[src/rtl/mem_arb_pkg.sv]
// ---------------------------------------------------------------------------
// mem_arb_pkg
// Shared definitions for the unified memory-port arbiter:
//   - FSM state encodings (IDLE / REQ / DONE)
//   - requester id constants (GNT_IF, GNT_D)
//   - helper that sizes the timeout counter from TO_CYCLES
// ---------------------------------------------------------------------------
package mem_arb_pkg;

    // FSM state encodings
    localparam logic [1:0] IDLE = 2'd0;
    localparam logic [1:0] REQ  = 2'd1;
    localparam logic [1:0] DONE = 2'd2;

    // Requester ids
    localparam logic GNT_IF = 1'b0;
    localparam logic GNT_D  = 1'b1;

    // The counter only has to reach TO_CYCLES-1, so clog2(TO_CYCLES) bits
    // suffice; never go below one bit.
    function automatic int cnt_width(input int to_cycles);
        if (to_cycles <= 2) begin
            return 1;
        end
        return $clog2(to_cycles);
    endfunction

endpackage

[src/rtl/arb_pick.sv]
// ---------------------------------------------------------------------------
// arb_pick
// Combinational winner select between the fetch and data requesters.
//
// Configuration macro: ARB_RR_EN
//   undefined : fixed priority, data beats fetch
//   defined   : on a tie, grant the requester that was not served last
//
// Ports:
//   if_req   in   fetch request
//   d_req    in   data request
//   last_id  in   requester served last (only with ARB_RR_EN)
//   any_req  out  at least one request pending
//   gnt_id   out  winning requester id (meaningful when any_req=1)
// ---------------------------------------------------------------------------
module arb_pick
    import mem_arb_pkg::*;
(
    input  logic if_req,
    input  logic d_req,
`ifdef ARB_RR_EN
    input  logic last_id,
`endif
    output logic any_req,
    output logic gnt_id
);

    always_comb begin
        any_req = if_req | d_req;
        gnt_id  = GNT_IF;
`ifdef ARB_RR_EN
        if (if_req && d_req) begin
            // Tie: hand the port to whoever did not get it last time.
            gnt_id = (last_id == GNT_D) ? GNT_IF : GNT_D;
        end else if (d_req) begin
            gnt_id = GNT_D;
        end
`else
        if (d_req) begin
            gnt_id = GNT_D;
        end
`endif
    end

endmodule

[src/rtl/mem_port_arbiter.sv]
// ---------------------------------------------------------------------------
// mem_port_arbiter
// Shares one variable-latency memory port between the instruction-fetch
// requester and the load/store requester. Each access runs
// IDLE (arbitrate + latch) -> REQ (wait for ack or timeout) -> DONE (pulse).
//
// Configuration macro: ARB_RR_EN (round-robin on ties; default is fixed
// priority data > fetch).
//
// Parameters: AW address width, DW data width, TO_CYCLES max REQ cycles
// without mem_ack before the access is aborted with err=1 (>= 2).
//
// Ports:
//   clk, rst                      clock, asynchronous active-high reset
//   if_req/if_addr                fetch request (held until if_done)
//   if_done/if_rdata              fetch completion pulse / fetched word
//   d_req/d_we/d_addr/d_wdata     data request (held until d_done)
//   d_done/d_rdata                data completion pulse / load data
//   err                           valid with a done pulse, 1 = timed out
//   mem_req/mem_we/mem_addr/
//   mem_wdata                     memory request side (stable during REQ)
//   mem_rdata/mem_ack             memory response (ack is single-cycle)
//   busy                          FSM not in IDLE
// ---------------------------------------------------------------------------
module mem_port_arbiter
    import mem_arb_pkg::*;
#(
    parameter int AW        = 32,
    parameter int DW        = 32,
    parameter int TO_CYCLES = 16
) (
    input  logic          clk,
    input  logic          rst,
    input  logic          if_req,
    input  logic [AW-1:0] if_addr,
    output logic          if_done,
    output logic [DW-1:0] if_rdata,
    input  logic          d_req,
    input  logic          d_we,
    input  logic [AW-1:0] d_addr,
    input  logic [DW-1:0] d_wdata,
    output logic          d_done,
    output logic [DW-1:0] d_rdata,
    output logic          err,
    output logic          mem_req,
    output logic          mem_we,
    output logic [AW-1:0] mem_addr,
    output logic [DW-1:0] mem_wdata,
    input  logic [DW-1:0] mem_rdata,
    input  logic          mem_ack,
    output logic          busy
);

    localparam int            CW      = cnt_width(TO_CYCLES);
    localparam logic [CW-1:0] CNT_MAX = CW'(TO_CYCLES - 1);

    logic [1:0]    state_reg;
    logic          id_reg;
    logic          we_reg;
    logic [AW-1:0] addr_reg;
    logic [DW-1:0] wdata_reg;
    logic [CW-1:0] cnt_reg;
    logic          err_reg;
    logic [DW-1:0] if_rdata_reg;
    logic [DW-1:0] d_rdata_reg;

    logic          any_req;
    logic          gnt_id;

`ifdef ARB_RR_EN
    logic          last_reg;
`endif

    arb_pick u_pick (
        .if_req  (if_req),
        .d_req   (d_req),
`ifdef ARB_RR_EN
        .last_id (last_reg),
`endif
        .any_req (any_req),
        .gnt_id  (gnt_id)
    );

    always_ff @(posedge clk or posedge rst) begin
        if (rst) begin
            state_reg    <= IDLE;
            id_reg       <= GNT_IF;
            we_reg       <= 1'b0;
            addr_reg     <= '0;
            wdata_reg    <= '0;
            cnt_reg      <= '0;
            err_reg      <= 1'b0;
            if_rdata_reg <= '0;
            d_rdata_reg  <= '0;
`ifdef ARB_RR_EN
            // "fetch served last" so the first tie after reset goes to data
            last_reg     <= GNT_IF;
`endif
        end else begin
            case (state_reg)
                IDLE: begin
                    if (any_req) begin
                        // Latch everything now; requester changes during the
                        // access are deliberately ignored.
                        id_reg  <= gnt_id;
                        cnt_reg <= '0;
                        if (gnt_id == GNT_D) begin
                            we_reg    <= d_we;
                            addr_reg  <= d_addr;
                            wdata_reg <= d_wdata;
                        end else begin
                            we_reg    <= 1'b0;
                            addr_reg  <= if_addr;
                            wdata_reg <= '0;
                        end
                        state_reg <= REQ;
                    end
                end
                REQ: begin
                    // Ack is checked before the timeout, so an ack arriving
                    // on the expiry cycle still completes cleanly.
                    if (mem_ack) begin
                        err_reg <= 1'b0;
                        if (id_reg == GNT_IF) begin
                            if_rdata_reg <= mem_rdata;
                        end else if (!we_reg) begin
                            d_rdata_reg <= mem_rdata;
                        end
                        state_reg <= DONE;
                    end else if (cnt_reg == CNT_MAX) begin
                        err_reg <= 1'b1;
                        if (id_reg == GNT_IF) begin
                            if_rdata_reg <= '0;
                        end else begin
                            d_rdata_reg <= '0;
                        end
                        state_reg <= DONE;
                    end else begin
                        cnt_reg <= cnt_reg + CW'(1);
                    end
                end
                DONE: begin
                    cnt_reg   <= '0;
                    state_reg <= IDLE;
`ifdef ARB_RR_EN
                    last_reg  <= id_reg;
`endif
                end
                default: begin
                    state_reg <= IDLE;
                end
            endcase
        end
    end

    // Strobes decode straight from the state register so an asynchronous
    // reset removes them immediately.
    assign mem_req   = (state_reg == REQ);
    assign busy      = (state_reg != IDLE);
    assign if_done   = (state_reg == DONE) && (id_reg == GNT_IF);
    assign d_done    = (state_reg == DONE) && (id_reg == GNT_D);
    assign err       = (state_reg == DONE) && err_reg;
    assign mem_we    = we_reg;
    assign mem_addr  = addr_reg;
    assign mem_wdata = wdata_reg;
    assign if_rdata  = if_rdata_reg;
    assign d_rdata   = d_rdata_reg;

endmodule

[config.mk]
export PLATFORM = sky130hd
export DESIGN_NAME = mem_port_arbiter
export DESIGN_NICKNAME = d
export VERILOG_FILES = /design/src/rtl/mem_arb_pkg.sv /design/src/rtl/arb_pick.sv /design/src/rtl/mem_port_arbiter.sv
export SDC_FILE = /design/constraint.sdc
export NUM_CORES = 1
export LEC_CHECK = 0
export ABC_AREA = 1
export CORE_MARGIN = 4
export CORE_UTILIZATION = 45
export CTS_CLUSTER_DIAMETER = 100
export DETAILED_ROUTE_END_ITERATION = 12
export PLACE_DENSITY = 0.9
export SLEW_MARGIN = 25
export SYNTH_ARGS = -nofsm -noshare
export SYNTH_HDL_FRONTEND = slang
export SYNTH_SLANG_ARGS = --single-unit
[constraint.sdc]
create_clock -name clk -period 10.9 [get_ports clk]
set_input_delay 2.725 -clock clk [delete_from_list [all_inputs] [get_ports clk]]
set_output_delay 2.725 -clock clk [all_outputs]
set_load 0.005 [all_outputs]
# Yosys cells after proc, flatten, opt, wreduce, memory -nomap -nowiden
# Cells that the tools add are included.
dict set report word_totals {
  regBits 137
  inputBits 134
  out_inout_bits 134
  wordCells 56
}
dict set report classes {
  add_sub_neg 1
  n_eq_ne 8
  n_mux 23
  bitwise 2
  n_reduce_logical 13
}
# op n
set ops {}
lappend ops {{$mux W32} 11}
lappend ops {{$mux W4} 3}
lappend ops {{$pmux W4 S3} 1}
lappend ops {{$ne A2 B2 Y1 const B} 4}
lappend ops {{$reduce_and A4 Y1} 2}
lappend ops {{$mux W2} 3}
lappend ops {{$reduce_and A2 Y1} 3}
lappend ops {{$add A4 B1 Y4 const B} 1}
lappend ops {{$eq A4 B4 Y1 const B} 1}
lappend ops {{$mux W1} 4}
lappend ops {{$pmux W2 S2} 1}
lappend ops {{$reduce_bool A2 Y1} 2}
lappend ops {{$logic_and A1 B1 Y1} 3}
lappend ops {{$ne A3 B1 Y1 const B} 1}
lappend ops {{$reduce_and A3 Y1} 1}
lappend ops {{$reduce_bool A3 Y1} 1}
lappend ops {{$eq A2 B1 Y1 const B} 1}
lappend ops {{$eq A2 B2 Y1 const B} 1}
lappend ops {{$logic_not A2 Y1} 1}
lappend ops {{$not A1 Y1} 1}
lappend ops {{$or A1 B1 Y1} 1}

# Logic depth before layout (Yosys ltp)
# Gate-level depths: netlist of the first run.
dict set report logic_depth {
  word_depth 4
  ltp_mapped 8
  ltp_nobuf 6
}

# By module
# Synthesis of the first run repeated with hierarchy kept, for this count alone.
dict set report unflattened {
  hier_cells 654
  hier_area_um2 5665.4
}
# module n_inst cells_per_inst area_per_inst_um2 seq_area_each_um2
set by_module_without_submodules {}
lappend by_module_without_submodules {mem_port_arbiter 1 650 5646.7 3428.3}
lappend by_module_without_submodules {arb_pick 1 4 18.8 0.0}

# Least setup slack after synthesis of the first run
# OpenSTA, ideal clock, no wires.
dict set report synth_path {
  path_kind {input port to flip-flop}
  from {input mem_ack}
  to {register d_rdata_reg[10], in the netlist d_rdata[10]}
  setup_time_ps 121
  arrival_time_ps 3518
  setup_slack_ps 7261
  cell_stages 6
  n_path_buf 2
  path_cell_list {buf_2 -> a21oi_1 -> nand3_4 -> buf_2 -> nand2_1 -> o21ai_1}
}
dict set report synth_between {
  elab_chain_cells 2
  word_cells_on_any_way 4
}
# element line
set synth_lines {}
lappend synth_lines {{start, declared} mem_port_arbiter.sv:50} ;# input logic mem_ack,
lappend synth_lines {{$ne A2 B2 Y1 (no source line) or $reduce_bool A2 Y1 (tied branches)} --}
lappend synth_lines {{$reduce_and A4 Y1 (no source line)} --}
lappend synth_lines {{end signal, assigned} mem_port_arbiter.sv:127} ;# d_rdata_reg <= mem_rdata;
lappend synth_lines {{end, declared} mem_port_arbiter.sv:65} ;# logic [DW-1:0] d_rdata_reg;
# Parallel ways exist; a longest one is shown, timed or not.
# A chain may end at the register's enable or synchronous reset.

# Worst setup path after layout of the first run
dict set report layout_path {
  from {input d_req}
  to {register addr_reg[11], in the netlist mem_addr[11]}
}
dict set report layout_between {
  elab_chain_cells 2
  word_cells_on_any_way 4
}
# element line
set layout_lines {}
lappend layout_lines {{start, declared} mem_port_arbiter.sv:38} ;# input logic d_req,
lappend layout_lines {{$mux W1 or $or A1 B1 Y1 (tied branches)} {arb_pick.sv:39, arb_pick.sv:29}}
lappend layout_lines {{$mux W32 or $reduce_and A2 Y1 (tied branches)} --}
lappend layout_lines {{end signal, assigned} mem_port_arbiter.sv:109} ;# addr_reg <= d_addr;
lappend layout_lines {{end signal, assigned} mem_port_arbiter.sv:113} ;# addr_reg <= if_addr;
lappend layout_lines {{end, declared} mem_port_arbiter.sv:60} ;# logic [AW-1:0] addr_reg;
# Parallel ways exist; a longest one is shown, timed or not.

==> metrics.txt, run 1 <==
# TYPE chip_impl_metric gauge
chip_impl_info{name="outcome",value="finished, final reports clean"} 1
chip_impl_metric{name="floorplan.rows",unit=""} 41
chip_impl_metric{name="fin_total_pwr",unit="mW"} 2.481
chip_impl_metric{name="timing_hold_violations_final",unit=""} 0
chip_impl_metric{name="max-slew-margin-rel",unit=""} 0.4194
chip_impl_metric{name="n_antenna_cell",unit=""} 0
chip_impl_metric{name="power_switching",unit="mW"} 0.7728
chip_impl_metric{name="post-route-drc-count",unit=""} 0
chip_impl_metric{name="place.detailed.hpwl",unit="um"} 11500
chip_impl_metric{name="timing.fmax",unit="MHz"} 220.2
chip_impl_metric{name="power.share.clock",unit=""} 0.243
chip_impl_metric{name="core_area",unit="mm2"} 0.01257
chip_impl_metric{name="numClockSinks",unit=""} 137
chip_impl_metric{name="initialDrtViolationCount",unit=""} 357
chip_impl_metric{name="synth_enable_flop_cells",unit=""} 0
chip_impl_metric{name="async_reset_ff_frac",unit=""} 1.000
chip_impl_info{name="top_reg_cell_synth",value="sky130_fd_sc_hd__dfrtp_1"} 1
chip_impl_metric{name="antenna_violating_nets_post_route",unit=""} 0
chip_impl_metric{name="yosys_warnings",unit=""} 0
chip_impl_metric{name="routed-via-count",unit=""} 5296
chip_impl_metric{name="min_period",unit="ns"} 4.542
chip_impl_metric{name="cell_internal_pwr",unit="mW"} 1.708
chip_impl_metric{name="detail_route.wirelength",unit="um"} 16280
chip_impl_metric{name="worst_skew_pair.late_latency",unit="ns"} 0.41
chip_impl_metric{name="synthToLayoutAreaGrowth",unit="%"} 57.33
chip_impl_metric{name="arrival",unit="ns"} 4.85
chip_impl_metric{name="wl_per_cell",unit="um"} 15.04
chip_impl_metric{name="skew",unit="ns"} 0.01162
chip_impl_metric{name="share_of_the_synthesized_area_in_the_top_cell_type",unit=""} 0.5968
chip_impl_metric{name="cellPowerDensity",unit="mW/mm2"} 274.5
chip_impl_metric{name="buffer_ports.inserted",unit=""} 267
chip_impl_metric{name="gp_routability_congestion",unit=""} 0.8070
chip_impl_metric{name="worst_pin_slew",unit="ns"} 0.8709
chip_impl_info{name="rsz0062_at_grt",value="false"} 1
chip_impl_metric{name="cp_max_fo",unit=""} 99
chip_impl_metric{name="leakage",unit="nW"} 4.187
chip_impl_metric{name="track_usage",unit=""} 0.2234
chip_impl_info{name="critical-path-top-delay-family",value="buffers and inverters"} 1
chip_impl_metric{name="cts-resized-gates",unit=""} 0
chip_impl_metric{name="worst_ep_required_time",unit="ns"} 11.21
chip_impl_metric{name="synth_cells",unit=""} 651
chip_impl_metric{name="fillCellCount",unit=""} 912
chip_impl_metric{name="yosysSeqAreaShare",unit=""} 0.5968
chip_impl_metric{name="ys_seq_elements",unit=""} 137
chip_impl_info{name="main_combinational_cell_family_by_area_after_synthesis",value="simple AND/OR/NAND/NOR gates"} 1
chip_impl_metric{name="die_area",unit="mm2"} 0.01464
chip_impl_metric{name="synthSimpleGateAreaFrac",unit=""} 0.2150
chip_impl_metric{name="finalCritPeriodShare",unit=""} 0.4167
chip_impl_info{name="hold_path_class",value="reg2reg"} 1
chip_impl_metric{name="vdd_ir_drop_max",unit="mV"} 0.1324
chip_impl_metric{name="postCtsSetupRepairBufs",unit=""} 0
chip_impl_metric{name="worst-path-buf-inv",unit=""} 3
chip_impl_info{name="synth.largest_area_cell",value="sky130_fd_sc_hd__dfrtp_1"} 1
chip_impl_metric{name="crit_path_max_incr_delay",unit="ns"} 0.67
chip_impl_metric{name="drv_slew",unit=""} 0
chip_impl_metric{name="clk_pin_slew_worst_paths",unit="ns"} 0.06
chip_impl_info{name="synth_top_cells_by_count",value="sky130_fd_sc_hd__nand2_1 (242), sky130_fd_sc_hd__dfrtp_1 (137), sky130_fd_sc_hd__o21ai_0 (73), sky130_fd_sc_hd__o21ai_1 (56)"} 1
chip_impl_metric{name="combPwrFrac",unit=""} 0.394
chip_impl_info{name="cts_root_buffer",value="sky130_fd_sc_hd__clkbuf_16"} 1
chip_impl_metric{name="drive_gt1_frac",unit=""} 0.04940
chip_impl_metric{name="first_global_vias",unit=""} 5122
chip_impl_metric{name="routed_via_density",unit=""} 4.890
chip_impl_metric{name="drt-pass1-iter-count",unit=""} 5
chip_impl_metric{name="grt_max_degree",unit=""} 100
chip_impl_metric{name="initial_antenna_violation_count",unit=""} 0
chip_impl_metric{name="synth.mux.area_fraction",unit=""} 0
chip_impl_info{name="timing.critical_path.from_type",value="primary input"} 1
chip_impl_info{name="synthTopCellsByArea",value="sky130_fd_sc_hd__dfrtp_1 (60%), sky130_fd_sc_hd__nand2_1 (16%), sky130_fd_sc_hd__o21ai_0 (6.4%)"} 1
chip_impl_info{name="cts_tree",value="built"} 1
chip_impl_metric{name="cts_hold_repair.buffers",unit=""} 0
chip_impl_metric{name="mappedNetlistArea",unit="mm2"} 0.005744
chip_impl_metric{name="starting_utilization_of_the_core_area",unit=""} 0.4570
chip_impl_metric{name="final_design_area_no_fill",unit="mm2"} 0.009037
chip_impl_metric{name="cts_inserted_buffers",unit=""} 17
chip_impl_info{name="cp_slowest_cell",value="sky130_fd_sc_hd__buf_4"} 1
chip_impl_metric{name="postSynthAreaPerCell",unit="um2"} 8.824
chip_impl_metric{name="numPlacedInstances",unit=""} 1053
chip_impl_info{name="timing_worst_setup_path_type",value="in2reg"} 1
chip_impl_info{name="crit_path_cell_trace",value="buf_2 > buf_4 > nor2_4 > nor2_8 > inv_4 > o21ai_0"} 1
chip_impl_metric{name="fin_worst_hold_slack",unit="ns"} 0.4809
chip_impl_metric{name="synth.lib_cells_used.distinct",unit=""} 22
chip_impl_metric{name="globalRoute.totalOverflow",unit=""} 0
chip_impl_metric{name="max_cap_violations",unit=""} 0
chip_impl_metric{name="placed_cell_area",unit="mm2"} 0.008414
chip_impl_metric{name="wire_length_of_the_first_global_routing_pass",unit="um"} 25810
chip_impl_metric{name="setup_violations",unit=""} 0
chip_impl_metric{name="floorplan.die.width",unit="um"} 121.0
chip_impl_metric{name="die_height",unit="um"} 121.0
chip_impl_metric{name="synth-adder-area-share",unit=""} 0.002178
chip_impl_metric{name="layoutNonFillerInstCount",unit=""} 1083
chip_impl_metric{name="power.switching_fraction",unit=""} 0.3115
chip_impl_metric{name="nNetsFinal",unit=""} 1035
chip_impl_metric{name="synth_compound_area_frac",unit=""} 0.1141
chip_impl_metric{name="synthXorXnorAreaFrac",unit=""} 0.001525
chip_impl_metric{name="cts-htree-levels",unit=""} 4
chip_impl_info{name="end_kind",value="flip-flop"} 1
chip_impl_metric{name="synth_fp_nets",unit=""} 786
chip_impl_metric{name="num_io_pins",unit=""} 268
chip_impl_info{name="synth_most_common_cell",value="sky130_fd_sc_hd__nand2_1"} 1
chip_impl_metric{name="setup_total_negative_slack",unit="ns"} 0
chip_impl_metric{name="p_seq_frac",unit=""} 0.362
chip_impl_metric{name="clock_path_buffers",unit=""} 2
cell families after synthesis:
family	count (synthesis)
compound gates	131
xor+xnor	1
fa+ha+maj	1
buf+inv	83
flops	137
simple gates	298
stage by stage:
step	utilization	setup slack [ns]
floorplan	-	4.507
finish	0.7191	6.358
global placement	0.6695	6.033
detailed placement	0.6695	5.971
global route	0.7191	6.111
CTS	0.7191	6.385
worst min-delay path, cell delays in order (launching register included):
cell and delay (ns):
sky130_fd_sc_hd__dfrtp_1 0.34, sky130_fd_sc_hd__nand2_1 0.05, sky130_fd_sc_hd__o21ai_0 0.06
power groups by stage:
stage          registers [mW]  clock network, mW  logic [mW]
3_3_place_gp            0.889                  0       0.962
4_1_cts                 0.897              0.617       0.995
3_5_place_dp            0.897                  0       0.990
6_report                0.899              0.603       0.979
5_1_grt                 0.932              0.639        1.08
2_1_floorplan           0.905                  0       0.360
layout make-up:
| type | instances | area [um2] | share of cell area |
|---|---|---|---|
| Clock buffer | 19 | 452.9 | 0.05012 |
| Clock inverter | 11 | 170.2 | 0.01883 |
| Inverter | 43 | 168.9 | 0.01869 |
| Multi-Input combinational cell | 431 | 1912 | 0.2115 |
| Sequential cell | 137 | 3428 | 0.3793 |
| Tap cell | 172 | 215.2 | 0.02381 |
| Timing Repair Buffer | 270 | 2690 | 0.2977 |
path summary, 6_finish.rpt:
kind | startpoint | to | slack, ns | depth (start not counted)
hold / removal | mem_addr[9] | mem_addr[9] | 0.48 | 2
max in group asynchronous | rst | mem_addr[15] | 6.82 | 3
setup / recovery | d_req | mem_addr[11] | 6.36 | 6
setup reg to reg | cnt_reg[0] | if_rdata[1] | 8.95 | 5
min in group asynchronous | rst | d_rdata[25] | 2.79 | 2
hold reg to reg | mem_addr[9] | mem_addr[9] | 0.48 | 2
routing by layer:
layer	vias up	wire [um]	GRT usage
li1	2585	-	-
met1	2442	6375	0.2655
met2	243	8025	0.3751
met3	26	1497	0.07366
met4	0	386	0.08782
met5	-	0	0
cells in the final DEF, fill, tap and decap left out, types with 2 or more instances in the layout:
| master | Yosys | layout |
|---|---|---|
| sky130_fd_sc_hd__inv_2 | 2 | 2 |
| sky130_fd_sc_hd__dfrtp_1 | 137 | 137 |
| sky130_fd_sc_hd__o21ai_1 | 56 | 56 |
| sky130_fd_sc_hd__inv_6 | 0 | 2 |
| sky130_fd_sc_hd__nand2_2 | 2 | 2 |
| sky130_fd_sc_hd__nor2_4 | 2 | 2 |
| sky130_fd_sc_hd__clkbuf_16 | 0 | 17 |
| sky130_fd_sc_hd__nor2_1 | 8 | 8 |
| sky130_fd_sc_hd__clkinvlp_4 | 0 | 3 |
| sky130_fd_sc_hd__clkdlybuf4s50_1 | 0 | 266 |
| sky130_fd_sc_hd__clkbuf_8 | 0 | 2 |
| sky130_fd_sc_hd__nand3_4 | 2 | 2 |
| sky130_fd_sc_hd__buf_4 | 2 | 3 |
| sky130_fd_sc_hd__clkinv_2 | 0 | 2 |
| sky130_fd_sc_hd__nand2_1 | 242 | 242 |
| sky130_fd_sc_hd__a21oi_1 | 2 | 2 |
| sky130_fd_sc_hd__o21ai_0 | 73 | 73 |
| sky130_fd_sc_hd__inv_1 | 40 | 39 |
| sky130_fd_sc_hd__bufinv_16 | 0 | 4 |
| sky130_fd_sc_hd__nand3_1 | 40 | 40 |
(Power assumes the default switching activity.)
==> run 2, diff against run 1 <==
--- a/config.mk
+++ b/config.mk
@@ -7,10 +7,10 @@
 export LEC_CHECK = 0
 export ABC_AREA = 1
 export CORE_MARGIN = 4
-export CORE_UTILIZATION = 45
+export CORE_UTILIZATION = 41
 export CTS_CLUSTER_DIAMETER = 100
 export DETAILED_ROUTE_END_ITERATION = 12
-export PLACE_DENSITY = 0.9
+export PLACE_DENSITY = 0.83
 export SLEW_MARGIN = 25
 export SYNTH_ARGS = -nofsm -noshare
 export SYNTH_HDL_FRONTEND = slang
==> constraint.sdc (replaced) <==
create_clock -name clk -period 4.7 [get_ports clk]
set_input_delay 1.175 -clock clk [delete_from_list [all_inputs] [get_ports clk]]
set_output_delay 1.175 -clock clk [all_outputs]
set_load 0.005 [all_outputs]
==> metrics.txt, run 2 (synthesized netlist as in run 1, its figures left out) <==
# TYPE chip_impl_metric gauge
chip_impl_info{name="outcome",value="finished, final reports clean"} 1
chip_impl_metric{name="n_antenna_cell",unit=""} 0
chip_impl_metric{name="gp_routability_congestion",unit=""} 0.7942
chip_impl_metric{name="leakage",unit="nW"} 4.196
chip_impl_metric{name="buffer_ports.inserted",unit=""} 267
chip_impl_metric{name="cts-resized-gates",unit=""} 0
chip_impl_metric{name="clock_path_buffers",unit=""} 2
chip_impl_metric{name="postCtsSetupRepairBufs",unit=""} 0
chip_impl_metric{name="sequential_standard_cell_area",unit="mm2"} 0.003428
chip_impl_metric{name="min_period",unit="ns"} 2.878
chip_impl_metric{name="max-slew-margin-rel",unit=""} 0.4227
chip_impl_metric{name="core_area",unit="mm2"} 0.01351
chip_impl_info{name="cts_root_buffer",value="sky130_fd_sc_hd__clkbuf_16"} 1
chip_impl_metric{name="worst_ep_required_time",unit="ns"} 4.97
chip_impl_info{name="end_kind",value="flip-flop"} 1
chip_impl_metric{name="first_global_vias",unit=""} 5124
chip_impl_metric{name="vdd_ir_drop_max",unit="mV"} 0.3281
chip_impl_metric{name="detail_route.wirelength",unit="um"} 16650
chip_impl_info{name="timing.critical_path.from_type",value="primary input"} 1
chip_impl_metric{name="worst_skew_pair.late_latency",unit="ns"} 0.42
chip_impl_metric{name="post-route-drc-count",unit=""} 0
chip_impl_metric{name="floorplan.die.width",unit="um"} 126.4
chip_impl_metric{name="die_area",unit="mm2"} 0.01597
chip_impl_metric{name="numClockSinks",unit=""} 137
chip_impl_metric{name="fin_total_pwr",unit="mW"} 5.774
chip_impl_metric{name="cts_hold_repair.buffers",unit=""} 0
chip_impl_metric{name="drt-pass1-iter-count",unit=""} 4
chip_impl_metric{name="setup_violations",unit=""} 0
chip_impl_metric{name="globalRoute.totalOverflow",unit=""} 0
chip_impl_metric{name="timing_hold_violations_final",unit=""} 0
chip_impl_metric{name="max_cap_violations",unit=""} 0
chip_impl_info{name="rsz0062_at_grt",value="false"} 1
chip_impl_metric{name="initialDrtViolationCount",unit=""} 280
chip_impl_metric{name="drive_gt1_frac",unit=""} 0.04934
chip_impl_metric{name="worst_pin_slew",unit="ns"} 0.8659
chip_impl_metric{name="fin_worst_hold_slack",unit="ns"} 0.4787
chip_impl_metric{name="die_height",unit="um"} 126.4
chip_impl_metric{name="clk_pin_slew_worst_paths",unit="ns"} 0.06
chip_impl_metric{name="routed_via_density",unit=""} 4.812
chip_impl_metric{name="timing.fmax",unit="MHz"} 347.5
chip_impl_info{name="cts_tree",value="built"} 1
chip_impl_metric{name="drv_slew",unit=""} 0
chip_impl_metric{name="setup_total_negative_slack",unit="ns"} 0
chip_impl_metric{name="nNetsFinal",unit=""} 1035
chip_impl_metric{name="floorplan.rows",unit=""} 42
chip_impl_metric{name="starting_utilization_of_the_core_area",unit=""} 0.4253
chip_impl_metric{name="place.detailed.hpwl",unit="um"} 11590
chip_impl_metric{name="antenna_violating_nets_post_route",unit=""} 0
chip_impl_metric{name="wl_per_cell",unit="um"} 15.30
chip_impl_metric{name="cellPowerDensity",unit="mW/mm2"} 637.6
chip_impl_metric{name="track_usage",unit=""} 0.2079
chip_impl_metric{name="cts-htree-levels",unit=""} 4
chip_impl_metric{name="initial_antenna_violation_count",unit=""} 0
chip_impl_metric{name="cts_inserted_buffers",unit=""} 17
chip_impl_metric{name="wire_length_of_the_first_global_routing_pass",unit="um"} 26290
chip_impl_info{name="layout.cells.most_common_list",value="sky130_fd_sc_hd__clkdlybuf4s50_1 (266), sky130_fd_sc_hd__nand2_1 (242), sky130_fd_sc_hd__dfrtp_1 (137)"} 1
chip_impl_metric{name="multi_input_area",unit="mm2"} 0.001912
chip_impl_info{name="timing_worst_setup_path_type",value="in2reg"} 1
chip_impl_metric{name="grt_max_degree",unit=""} 138
chip_impl_metric{name="skew",unit="ns"} 0.01154
chip_impl_metric{name="routed-via-count",unit=""} 5235
chip_impl_metric{name="arrival",unit="ns"} 3.15
chip_impl_metric{name="cp_max_fo",unit=""} 64
chip_impl_metric{name="num_io_pins",unit=""} 268
chip_impl_metric{name="finalCritPeriodShare",unit=""} 0.6123
chip_impl_metric{name="synthToLayoutAreaGrowth",unit="%"} 57.66
chip_impl_info{name="final_common_cell",value="sky130_fd_sc_hd__clkdlybuf4s50_1"} 1
chip_impl_metric{name="fillCellCount",unit=""} 1074
chip_impl_info{name="hold_path_class",value="reg2reg"} 1
-- run 2: cell count changes in the layout (fill, tap and decap cells not counted), sizes merged --
cell      delta
clkbuf       +1
clkinv       +2
clkinvlp     -1
inv          -1
-- run 2: power breakdown --
| part | internal (mW) | total, mW | switching (mW) |
|---|---|---|---|
| Combinational | 1.30 | 2.28 | 0.974 |
| Sequential | 1.75 | 2.08 | 0.333 |
| Clock | 0.913 | 1.42 | 0.503 |
-- run 2: layout make-up --
class	instances	share of cell area
clock buffer	20	0.05043
clock inverter	11	0.01865
inverter	43	0.01851
multi-input combinational	431	0.2111
sequential	137	0.3786
tap	176	0.02432
timing repair buffer	270	0.2984
-- run 2: critical path: stages --
cell                              delay (ns)
sky130_fd_sc_hd__clkdlybuf4s50_1        0.45
sky130_fd_sc_hd__buf_4                  0.33
sky130_fd_sc_hd__inv_1                  0.14
sky130_fd_sc_hd__nand2_2                0.17
sky130_fd_sc_hd__nand3_4                0.53
sky130_fd_sc_hd__nand2_1                0.22
sky130_fd_sc_hd__o21ai_1                0.10
-- run 2: routing by layer --
metal	global-route usage	wire, um
met1	0.2538	6686
met2	0.3300	7995
met3	0.08323	1534
met4	0.08454	431
met5	0	0
-- run 2: through the flow --
step / area, um2 / utilization / cells / setup slack [ns]
5_1_grt: 9056 / 0.6706 / 1088 / 1.612
3_5_place_dp: 8431 / 0.6242 / 1057 / 1.390
3_3_place_gp: 8431 / 0.6242 / 1057 / 1.489
4_1_cts: 9056 / 0.6706 / 1088 / 1.822
6_report: 9056 / 0.6706 / 1088 / 1.822
2_1_floorplan: 5748 / - / 651 / 1.818
-- run 2: final timing paths --
check                             start            to  slack (ns)  depth (start not counted)
max                             mem_ack   d_rdata[13]        1.82                          7
min                        mem_wdata[1]  mem_wdata[1]        0.48                          2
max reg2reg                state_reg[1]   mem_addr[5]        2.75                          6
min reg2reg                mem_wdata[1]  mem_wdata[1]        0.48                          2
max in group asynchronous           rst  mem_wdata[5]        2.83                          3
min in group asynchronous           rst  mem_addr[15]        1.31                          3
